### src/rtl/core_dec_issue.sv
// Decode/issue stage: instruction FIFO, RV32I decode, register file with writeback bypass,
// per-register pending scoreboard and a decode->execute register.
module core_dec_issue #(
    parameter int XLEN       = 32,
    parameter int NREGS      = 32,
    parameter int IBUF_DEPTH = 2,
    localparam int RW        = $clog2(NREGS)
) (
    input  logic            clk,
    input  logic            rst,
    input  logic            if_valid,
    output logic            if_ready,
    input  logic [31:0]     if_inst,
    input  logic [XLEN-1:0] if_pc,
    input  logic            kill,
    input  logic            wb_we,
    input  logic [RW-1:0]   wb_rd,
    input  logic [XLEN-1:0] wb_data,
    output logic            ex_valid,
    input  logic            ex_ready,
    output logic [XLEN-1:0] ex_pc,
    output logic [XLEN-1:0] ex_pc_4,
    output logic [XLEN-1:0] ex_src1,
    output logic [XLEN-1:0] ex_src2,
    output logic [XLEN-1:0] ex_imm,
    output logic [3:0]      ex_cls,
    output logic [2:0]      ex_funct3,
    output logic            ex_f7b5,
    output logic [RW-1:0]   ex_rd,
    output logic            ex_we
);
    localparam int PW = (IBUF_DEPTH > 1) ? $clog2(IBUF_DEPTH) : 1;
    localparam int CW = $clog2(IBUF_DEPTH + 1);
    localparam logic [CW-1:0] FULL_CNT = CW'(IBUF_DEPTH);

    localparam logic [3:0] CLS_R = 4'd0, CLS_I = 4'd1, CLS_LUI = 4'd2, CLS_AUIPC = 4'd3,
                           CLS_BR = 4'd4, CLS_JAL = 4'd5, CLS_JALR = 4'd6, CLS_LD = 4'd7,
                           CLS_ST = 4'd8, CLS_ILL = 4'd15;

    logic [31:0]      ibuf_inst_q [IBUF_DEPTH];
    logic [XLEN-1:0]  ibuf_pc_q   [IBUF_DEPTH];
    logic [PW-1:0]    rd_ptr_q, rd_ptr_d, wr_ptr_q, wr_ptr_d;
    logic [CW-1:0]    count_q, count_d;
    logic [XLEN-1:0]  regs_q [NREGS];
    logic [NREGS-1:0] pending_q, pending_d;

    logic            ex_valid_q, ex_valid_d, ex_f7b5_q, ex_f7b5_d, ex_we_q, ex_we_d;
    logic [XLEN-1:0] ex_pc_q, ex_pc_d, ex_pc_4_q, ex_pc_4_d, ex_src1_q, ex_src1_d;
    logic [XLEN-1:0] ex_src2_q, ex_src2_d, ex_imm_q, ex_imm_d;
    logic [3:0]      ex_cls_q, ex_cls_d;
    logic [2:0]      ex_funct3_q, ex_funct3_d;
    logic [RW-1:0]   ex_rd_q, ex_rd_d;

    logic [31:0]     head_inst;
    logic [XLEN-1:0] head_pc;
    logic            head_valid;
    logic [31:0]     imm_i, imm_s, imm_b, imm_u, imm_j, dec_imm32;
    logic [3:0]      dec_cls;
    logic            use_rs1, use_rs2, has_rd, dec_we;
    logic [RW-1:0]   rs1, rs2, dec_rd;
    logic [XLEN-1:0] rd1_val, rd2_val;
    logic            haz1, haz2, issue, handoff, push;

    function automatic logic [PW-1:0] ptr_inc(input logic [PW-1:0] p);
        return (IBUF_DEPTH == 1) ? '0 : p + 1'b1;
    endfunction

    assign head_inst  = ibuf_inst_q[rd_ptr_q];
    assign head_pc    = ibuf_pc_q[rd_ptr_q];
    assign head_valid = (count_q != '0);

    assign imm_i = {{20{head_inst[31]}}, head_inst[31:20]};
    assign imm_s = {{20{head_inst[31]}}, head_inst[31:25], head_inst[11:7]};
    assign imm_b = {{19{head_inst[31]}}, head_inst[31], head_inst[7], head_inst[30:25],
                    head_inst[11:8], 1'b0};
    assign imm_u = {head_inst[31:12], 12'b0};
    assign imm_j = {{11{head_inst[31]}}, head_inst[31], head_inst[19:12], head_inst[20],
                    head_inst[30:21], 1'b0};

    always_comb begin
        dec_cls   = CLS_ILL;
        use_rs1   = 1'b0;
        use_rs2   = 1'b0;
        has_rd    = 1'b0;
        dec_imm32 = '0;
        case (head_inst[6:0])
            7'b0110011: begin dec_cls = CLS_R;     use_rs1 = 1'b1; use_rs2 = 1'b1; has_rd = 1'b1; end
            7'b0010011: begin dec_cls = CLS_I;     use_rs1 = 1'b1; has_rd = 1'b1; dec_imm32 = imm_i; end
            7'b0110111: begin dec_cls = CLS_LUI;   has_rd = 1'b1; dec_imm32 = imm_u; end
            7'b0010111: begin dec_cls = CLS_AUIPC; has_rd = 1'b1; dec_imm32 = imm_u; end
            7'b1100011: begin dec_cls = CLS_BR;    use_rs1 = 1'b1; use_rs2 = 1'b1; dec_imm32 = imm_b; end
            7'b1101111: begin dec_cls = CLS_JAL;   has_rd = 1'b1; dec_imm32 = imm_j; end
            7'b1100111: begin dec_cls = CLS_JALR;  use_rs1 = 1'b1; has_rd = 1'b1; dec_imm32 = imm_i; end
            7'b0000011: begin dec_cls = CLS_LD;    use_rs1 = 1'b1; has_rd = 1'b1; dec_imm32 = imm_i; end
            7'b0100011: begin dec_cls = CLS_ST;    use_rs1 = 1'b1; use_rs2 = 1'b1; dec_imm32 = imm_s; end
            default: ;
        endcase
    end

    assign rs1    = RW'(head_inst[19:15]);
    assign rs2    = RW'(head_inst[24:20]);
    assign dec_rd = has_rd ? RW'(head_inst[11:7]) : '0;
    assign dec_we = has_rd && (dec_rd != '0);

    // A same-cycle writeback is forwarded so an instruction can issue on the cycle its operand lands.
    always_comb begin
        rd1_val = '0;
        rd2_val = '0;
        if (use_rs1 && rs1 != '0) rd1_val = (wb_we && wb_rd == rs1) ? wb_data : regs_q[rs1];
        if (use_rs2 && rs2 != '0) rd2_val = (wb_we && wb_rd == rs2) ? wb_data : regs_q[rs2];
    end

    assign haz1 = use_rs1 && (rs1 != '0) &&
                  ((pending_q[rs1] && !(wb_we && wb_rd == rs1)) ||
                   (ex_valid_q && ex_we_q && ex_rd_q == rs1));
    assign haz2 = use_rs2 && (rs2 != '0) &&
                  ((pending_q[rs2] && !(wb_we && wb_rd == rs2)) ||
                   (ex_valid_q && ex_we_q && ex_rd_q == rs2));

    // Both ports are valid/ready: a beat moves on a cycle with valid & ready both high, and the
    // sender keeps valid and payload stable until then. if_ready may rise on a full FIFO that pops.
    assign issue    = head_valid && !haz1 && !haz2 && (!ex_valid_q || ex_ready) && !kill;
    assign handoff  = ex_valid_q && ex_ready;
    assign if_ready = (count_q != FULL_CNT) || issue;
    assign push     = if_valid && if_ready && !kill;

    always_comb begin
        rd_ptr_d = rd_ptr_q;
        wr_ptr_d = wr_ptr_q;
        count_d  = count_q;
        if (kill) begin
            rd_ptr_d = '0;
            wr_ptr_d = '0;
            count_d  = '0;
        end else begin
            if (issue) rd_ptr_d = ptr_inc(rd_ptr_q);
            if (push)  wr_ptr_d = ptr_inc(wr_ptr_q);
            count_d = count_q + CW'(push) - CW'(issue);
        end
    end

    // Set after clear: a handoff and a writeback to the same register leave it pending.
    always_comb begin
        pending_d = pending_q;
        if (wb_we) pending_d[wb_rd] = 1'b0;
        if (handoff && ex_we_q) pending_d[ex_rd_q] = 1'b1;
    end

    always_comb begin
        ex_valid_d  = ex_valid_q;
        ex_pc_d     = ex_pc_q;
        ex_pc_4_d   = ex_pc_4_q;
        ex_src1_d   = ex_src1_q;
        ex_src2_d   = ex_src2_q;
        ex_imm_d    = ex_imm_q;
        ex_cls_d    = ex_cls_q;
        ex_funct3_d = ex_funct3_q;
        ex_f7b5_d   = ex_f7b5_q;
        ex_rd_d     = ex_rd_q;
        ex_we_d     = ex_we_q;
        if (kill) begin
            ex_valid_d = 1'b0;
        end else if (issue) begin
            ex_valid_d  = 1'b1;
            ex_pc_d     = head_pc;
            ex_pc_4_d   = head_pc + XLEN'(4);
            ex_src1_d   = rd1_val;
            ex_src2_d   = rd2_val;
            ex_imm_d    = XLEN'($signed(dec_imm32));
            ex_cls_d    = dec_cls;
            ex_funct3_d = head_inst[14:12];
            ex_f7b5_d   = head_inst[30];
            ex_rd_d     = dec_rd;
            ex_we_d     = dec_we;
        end else if (handoff) begin
            ex_valid_d = 1'b0;
        end
    end

    always_ff @(posedge clk) begin
        if (rst) begin
            rd_ptr_q    <= '0;
            wr_ptr_q    <= '0;
            count_q     <= '0;
            pending_q   <= '0;
            ex_valid_q  <= 1'b0;
            ex_pc_q     <= '0;
            ex_pc_4_q   <= '0;
            ex_src1_q   <= '0;
            ex_src2_q   <= '0;
            ex_imm_q    <= '0;
            ex_cls_q    <= '0;
            ex_funct3_q <= '0;
            ex_f7b5_q   <= 1'b0;
            ex_rd_q     <= '0;
            ex_we_q     <= 1'b0;
            for (int i = 0; i < IBUF_DEPTH; i++) begin
                ibuf_inst_q[i] <= '0;
                ibuf_pc_q[i]   <= '0;
            end
            for (int i = 0; i < NREGS; i++) regs_q[i] <= '0;
        end else begin
            rd_ptr_q    <= rd_ptr_d;
            wr_ptr_q    <= wr_ptr_d;
            count_q     <= count_d;
            pending_q   <= pending_d;
            ex_valid_q  <= ex_valid_d;
            ex_pc_q     <= ex_pc_d;
            ex_pc_4_q   <= ex_pc_4_d;
            ex_src1_q   <= ex_src1_d;
            ex_src2_q   <= ex_src2_d;
            ex_imm_q    <= ex_imm_d;
            ex_cls_q    <= ex_cls_d;
            ex_funct3_q <= ex_funct3_d;
            ex_f7b5_q   <= ex_f7b5_d;
            ex_rd_q     <= ex_rd_d;
            ex_we_q     <= ex_we_d;
            if (push) begin
                ibuf_inst_q[wr_ptr_q] <= if_inst;
                ibuf_pc_q[wr_ptr_q]   <= if_pc;
            end
            if (wb_we && wb_rd != '0) regs_q[wb_rd] <= wb_data;
        end
    end

    assign ex_valid  = ex_valid_q;
    assign ex_pc     = ex_pc_q;
    assign ex_pc_4   = ex_pc_4_q;
    assign ex_src1   = ex_src1_q;
    assign ex_src2   = ex_src2_q;
    assign ex_imm    = ex_imm_q;
    assign ex_cls    = ex_cls_q;
    assign ex_funct3 = ex_funct3_q;
    assign ex_f7b5   = ex_f7b5_q;
    assign ex_rd     = ex_rd_q;
    assign ex_we     = ex_we_q;
endmodule

### config.mk
export PLATFORM = sky130hd
export DESIGN_NAME = core_dec_issue
export DESIGN_NICKNAME = d
export VERILOG_FILES = /design/src/rtl/core_dec_issue.sv
export SDC_FILE = /design/constraint.sdc
export NUM_CORES = 2
export LEC_CHECK = 0
export BUFFER_PORTS_ARGS = -buffer_cell sky130_fd_sc_hd__buf_4
export CAP_MARGIN = 5
export CORE_ASPECT_RATIO = 0.5
export CORE_MARGIN = 2
export CORE_UTILIZATION = 55
export CTS_CLUSTER_SIZE = 28
export DETAILED_ROUTE_END_ITERATION = 7
export PLACE_DENSITY = 0.72
export SYNTH_ARGS = -nofsm -noshare
export SYNTH_HDL_FRONTEND = slang
export SYNTH_SLANG_ARGS = --single-unit
### constraint.sdc
create_clock -name clk -period 11.2 [get_ports clk]
set_input_delay 2.24 -clock clk [delete_from_list [all_inputs] [get_ports clk]]
set_output_delay 2.24 -clock clk [all_outputs]
set_load 0.1 [all_outputs]
; Word-level counts from Yosys, hierarchy flattened
; Memories as Yosys holds them, arrays and structs flattened. A register that Yosys moved wholly into a read port is not among the register bits.
; Cells that the tools add are included.
[totals]
rom_bits = 0
mem_bits_rw = 1152
n_memories = 3
reg_bits = 211
out_inout_bits = 176
in_bits = 107
latchBits = 0
[mem_list]
columns = memory, words, word_bits, read_ports, rd_ports_with_merged_regs, write_ports, line_no
row1 = regs_q, 32, 32, 2, 0, 32, 44  ; logic [XLEN-1:0] regs_q [NREGS];
row2 = ibuf_inst_q, 2, 32, 1, 1, 2, 40  ; logic [31:0] ibuf_inst_q [IBUF_DEPTH];
row3 = ibuf_pc_q, 2, 32, 1, 1, 2, 41  ; logic [XLEN-1:0] ibuf_pc_q [IBUF_DEPTH];
[classes]
n_eq_ne = 14
n_bitwise = 4
n_lt_le_gt_ge = 6
div_mod_pow = 0
mux = 43
shift = 0
n_mul = 0
addsub = 5
reduce_logical = 49
[ops]
columns = op, count
row1 = 32-bit two-way mux, 9
row2 = 32-bit case mux with 5 select lines, 1
row3 = 32-bit OR reduction, 3
row4 = 4-bit case mux with 9 select lines, 1
row5 = 32-bit by 3-bit adder with 32-bit output (second input constant), 1
row6 = 32-bit bitwise AND, 1
row7 = 32-bit NOT, 1
row8 = 32-bit OR, 1
row9 = 1-bit two-way mux, 26
row10 = 5-bit by 6-bit less-than comparator with 1-bit output (second input constant), 4
row11 = 1-bit logical AND, 23
row12 = 7-bit by 6-bit == test with 1-bit output (second input constant), 3
row13 = 7-bit == test (second input constant), 3
row14 = 5-bit == test, 4
row15 = 5-bit nonzero test, 4
row16 = 7-bit by 5-bit == test with 1-bit output (second input constant), 2
row17 = 1-bit binary-select mux with 5-bit select, 2
row18 = 1-bit demux with 5-bit select, 2
row19 = 5-bit by 1-bit greater-or-equal comparator with 1-bit output (second input constant), 2
row20 = 5-bit two-way mux, 2
row21 = 7-bit by 2-bit == test with 1-bit output (second input constant), 1
row22 = 7-bit OR reduction, 1
row23 = 1-bit zero test, 6
row24 = 3-bit OR reduction, 2
row25 = 10 further kinds, 16

; Depth between registers and ports, before layout
[logic_depth]
word_depth = 19
depth_mapped = 20
depth_no_buf = 14

; Worst setup path before layout
; No wires, ideal clock.
[synth_timing]
kind = input -> register
startpoint = in wb_rd[4]
endpoint = mem ibuf_inst_q[1][0], enable pin
required_time_ns = 10.626
arrival_time_ns = 8.197
stages = 9
path_slack_ns = 2.429
setup_time_ns = 0.574
path_cell_list = clkbuf_1 > xnor2_1 > nor4_1 > nand3_1 > and3_1 > o211ai_1 > nand4_1 > buf_2 > o21ai_0
[synth_lines]
columns = item, line_no
row1 = start: declaration, 17  ; input logic [RW-1:0] wb_rd,
row2 = end: declaration, 40

==> metrics.md <==
| Metric | Value |
|---|---|
| Status | finished clean |
| Crit. End Element | output port |
| Routability cong. | 0.933 |
| Ratio of cells with drive above 1 in the final layout | 13.1% |
| FP Rows | 94 |
| Reg2reg setup slack | 4690 ps |
| Clock transition at path regs | 60 ps |
| Largest net degree at the start of global routing | 183 |
| Final worst path period share | 68.7% |
| Placed cell areas | 75800 sq um |
| Die height | 261 microns |
| Number of synthesized flops with an enable pin | 1152 |
| Register area | 38800 sq um |
| Clock Tree Buf Depth | 3 |
| Share of Yosys cell area claimed by the top area cell type | 47.7% |
| Drt drc | 0 |
| Via Count | 59300 |
| Crit path max fanout | 62 |
| Final setup TNS | 0 ps |
| Hold WC Path Type | register to register |
| Root buffer cell | clkbuf_16 |
| Post-CTS sizing | 0 |
| Sequential fraction of the synthesis area | 53.5% |
| Initial antenna violation count | 14 |
| Design area | 80000 sq um |
| GRT overflow | 0 |
| DPL Wire Length | 138 mm |
| Synth unique cells | 91 |
| Peak supply drop | 0.000130 V |
| Least-Margin Pin Slew | 1370 ps |
| Worst-Skew Late Latency | 780 ps |
| RSZ-0062 raised after global routing | false |
| YS warnings | 0 |
| DR iter-0 viols | 8976 |
| FF+latch count, synth | 1362 |
| Area of the multi-input gates | 31500 sq um |
| IO Pins | 283 |
| CP max stage delay | 930 ps |
| Setup Viol. Count Final | 0 |
| Critical Path RT | 8960 ps |
| Layout Nets | 7270 |
| Pwr Density | 152 nW/um^2 |
| Dominant cell by count in the synthesized netlist | nand2_1 |
| Hold_buf cts | 0 |
| Initial Util | 55.3% |
| Switching share of power | 28.2% |
| Synth cell count leaders | nand2_1, edfxtp_1, and2_1, nand3_1, clkbuf_1 |
| Asr flop ratio synth | 0% |
| Ranking of synthesized cells by area | edfxtp_1, and2_1, nand2_1 |
| Max-cap viol count | 0 |
| Fillers | 10600 |
| Htree depth | 4 |
| Slowest CP cell | buf_4 |
| Sequential share of power | 48.6% |
| Die area | 135000 sq um |
| CTS sink cnt | 1362 |
| Synthesized cell area | 72600 sq um |
| Clock power share | 36.8% |
| CP Cell Sequence | buf_4 > mux2_8 > buf_4 > nand2_1 > a21oi_1 > a21oi_1 > a311oi_2 > a21oi_4 > nand2_4 > nand2_1 > buf_4 |
| Routed Antenna Nets | 0 |
| Relative slew slack | 8.16% |
| Critical Path AT | 5460 ps |
| Internal Pwr Total | 8710 uW |
| Postcts setup bufs | 0 |
| Vias/cell | 6.55 |
| DR WL/cell | 27.6 microns |
| Yosys top cell by area | edfxtp_1 |
| Die width | 518 microns |
| Power share of the combinational group | 14.6% |
| Core box area | 131000 sq um |
| Final Hold Vio Count | 0 |
| Clock buffers created by TritonCTS | 135 |
| NetSw | 3420 uW |
| Pre-Repair DR Iteration Count | 7 |
| Area grow syn2layout | 10.3% |
| Vias in the first global route | 55400 |
| Final Critical Period | 7700 ps |
| Most frequent cell on the critical path | buf_4 |
| Finished Core Util | 61.0% |
| First-pass GRT wire length | 360 mm |
| Synth Flop Type | edfxtp_1 |
| PortBufs | 282 |
| CTS tree | done |
| Peak Freq | 130 MHz |
| Cells after Synth | 7277 |
| WS Path Type | register to output port |
| Max Clock Skew | 45.9 ps |
| Mean Syn Cell Area | 9.97 sq um |
| Slew Limit Fails | 0 |
| Final WL | 250 mm |
| Gr usage total | 36.1% |
| Setup crit start kind | register |
| Lkg Pwr | 0.0284 uW |
-- cells in the final DEF, fill, tap and decap left out, types with 11 or more instances in the layout --
cell       instances
a221oi_1          68
clkbuf_16        142
clkbuf_8          14
edfxtp_1        1152
mux2i_1          176
a31o_2            34
mux4_2           130
nand2b_1          16
o211ai_1          84
xor2_1            12
clkinv_2          23
buf_4            410
o21ai_4           33
conb_1            32
nor2b_1           18
xnor2_1           37
nand3_1          671
a211oi_1          87
nand4_1           83
a21oi_1          444
clkbuf_1          34
nor3_1           187
a22oi_1           33
nand3b_1          42
or2_2             33
a311oi_1          32
nor2_1            47
o21ai_0           59
nor2_2            28
a211oi_2          11
nand2_1         1569
clkinv_1          19
nor4_1            39
o31ai_1           17
and2_1           997
mux2_2            21
a31oi_1           68
dfxtp_1          208
-- worst max-delay path: cells and delay by family (launching register included) --
kind	cells	cell delay (ps)
compound gates	4	940
buf+inv	3	1900
flops	1	410
mux	1	760
simple gates	3	530
-- power by group through the flow --
stage | Sequential (uW) | Combinational [uW] | Clock, uW
detailed placement | 5990 | 1700 | 0
CTS | 5890 | 1710 | 4480
finish | 5890 | 1770 | 4470
global route | 5920 | 1850 | 4670
global placement | 5980 | 1690 | 0
floorplan | 6100 | 985 | 0
-- metal layers --
layer	up-vias	routed length (microns)	global-route usage [%]
met5	-	239	0
met4	8	12200	17.5
met3	800	35700	10.9
li1	25700	-	-
met1	28400	92700	47.5
met2	4344	109000	54.9
-- per-stage QoR --
| step | power, uW | setup WS, ps | hold slack (ps) | std cells |
|---|---|---|---|---|
| 6_report | 12100 | 3500 | 450 | 9050 |
| 5_1_grt | 12400 | 3180 | 485 | 9044 |
| 4_1_cts | 12100 | 3450 | 451 | 9038 |
| 3_5_place_dp | 7700 | 4260 | 441 | 8797 |
| 3_3_place_gp | 7670 | 4240 | 439 | 8797 |
| 2_1_floorplan | 7080 | 2430 | 462 | 7308 |
-- final timing paths --
check | start | to | depth (start not counted)
worst min register to register | ex_imm[7]$_SDFFE_PP0P_ | ex_imm[7]$_SDFFE_PP0P_ | 2
worst min-delay path | ex_imm[7]$_SDFFE_PP0P_ | ex_imm[7]$_SDFFE_PP0P_ | 2
worst max-delay path | register | if_ready | 11
worst max register to register | register | count_q[1]$_SDFF_PP0_ | 17
-- sequential cells by signal (all words and copies together), names as in the netlist, named ones only --
register,flops
count_q,2
ex_cls,4
ex_f7b5,1
ex_funct3,3
ex_imm,32
ex_pc,32
ex_pc_4,30
ex_rd,5
ex_src1,32
ex_src2,32
ex_valid,1
ex_we,1
ibuf_inst_q,64
ibuf_pc_q,64
pending_q,32
rd_ptr_q,1
regs_q,1024
wr_ptr_q,1
-- cell families after synthesis --
| logic type | synth area share, % |
|---|---|
| compound gates | 9.02 |
| xor+xnor | 0.591 |
| fa+ha+maj | 0.0517 |
| buf+inv | 4.20 |
| flops | 53.5 |
| mux | 7.04 |
| other cells | 0.00517 |
| simple gates | 25.6 |
-- layout make-up --
class	instances	share of cell area (%)
Clock buffer	189	4.82
Inverter	12	0.0688
Clock inverter	52	0.419
Sequential cell	1362	48.5
Tap cell	1776	2.78
Antenna cell	10	0.0313
Multi-Input combinational cell	5229	39.3
Timing Repair Buffer	420	4.05
No activity file was read; power rests on OpenSTA's default activity.
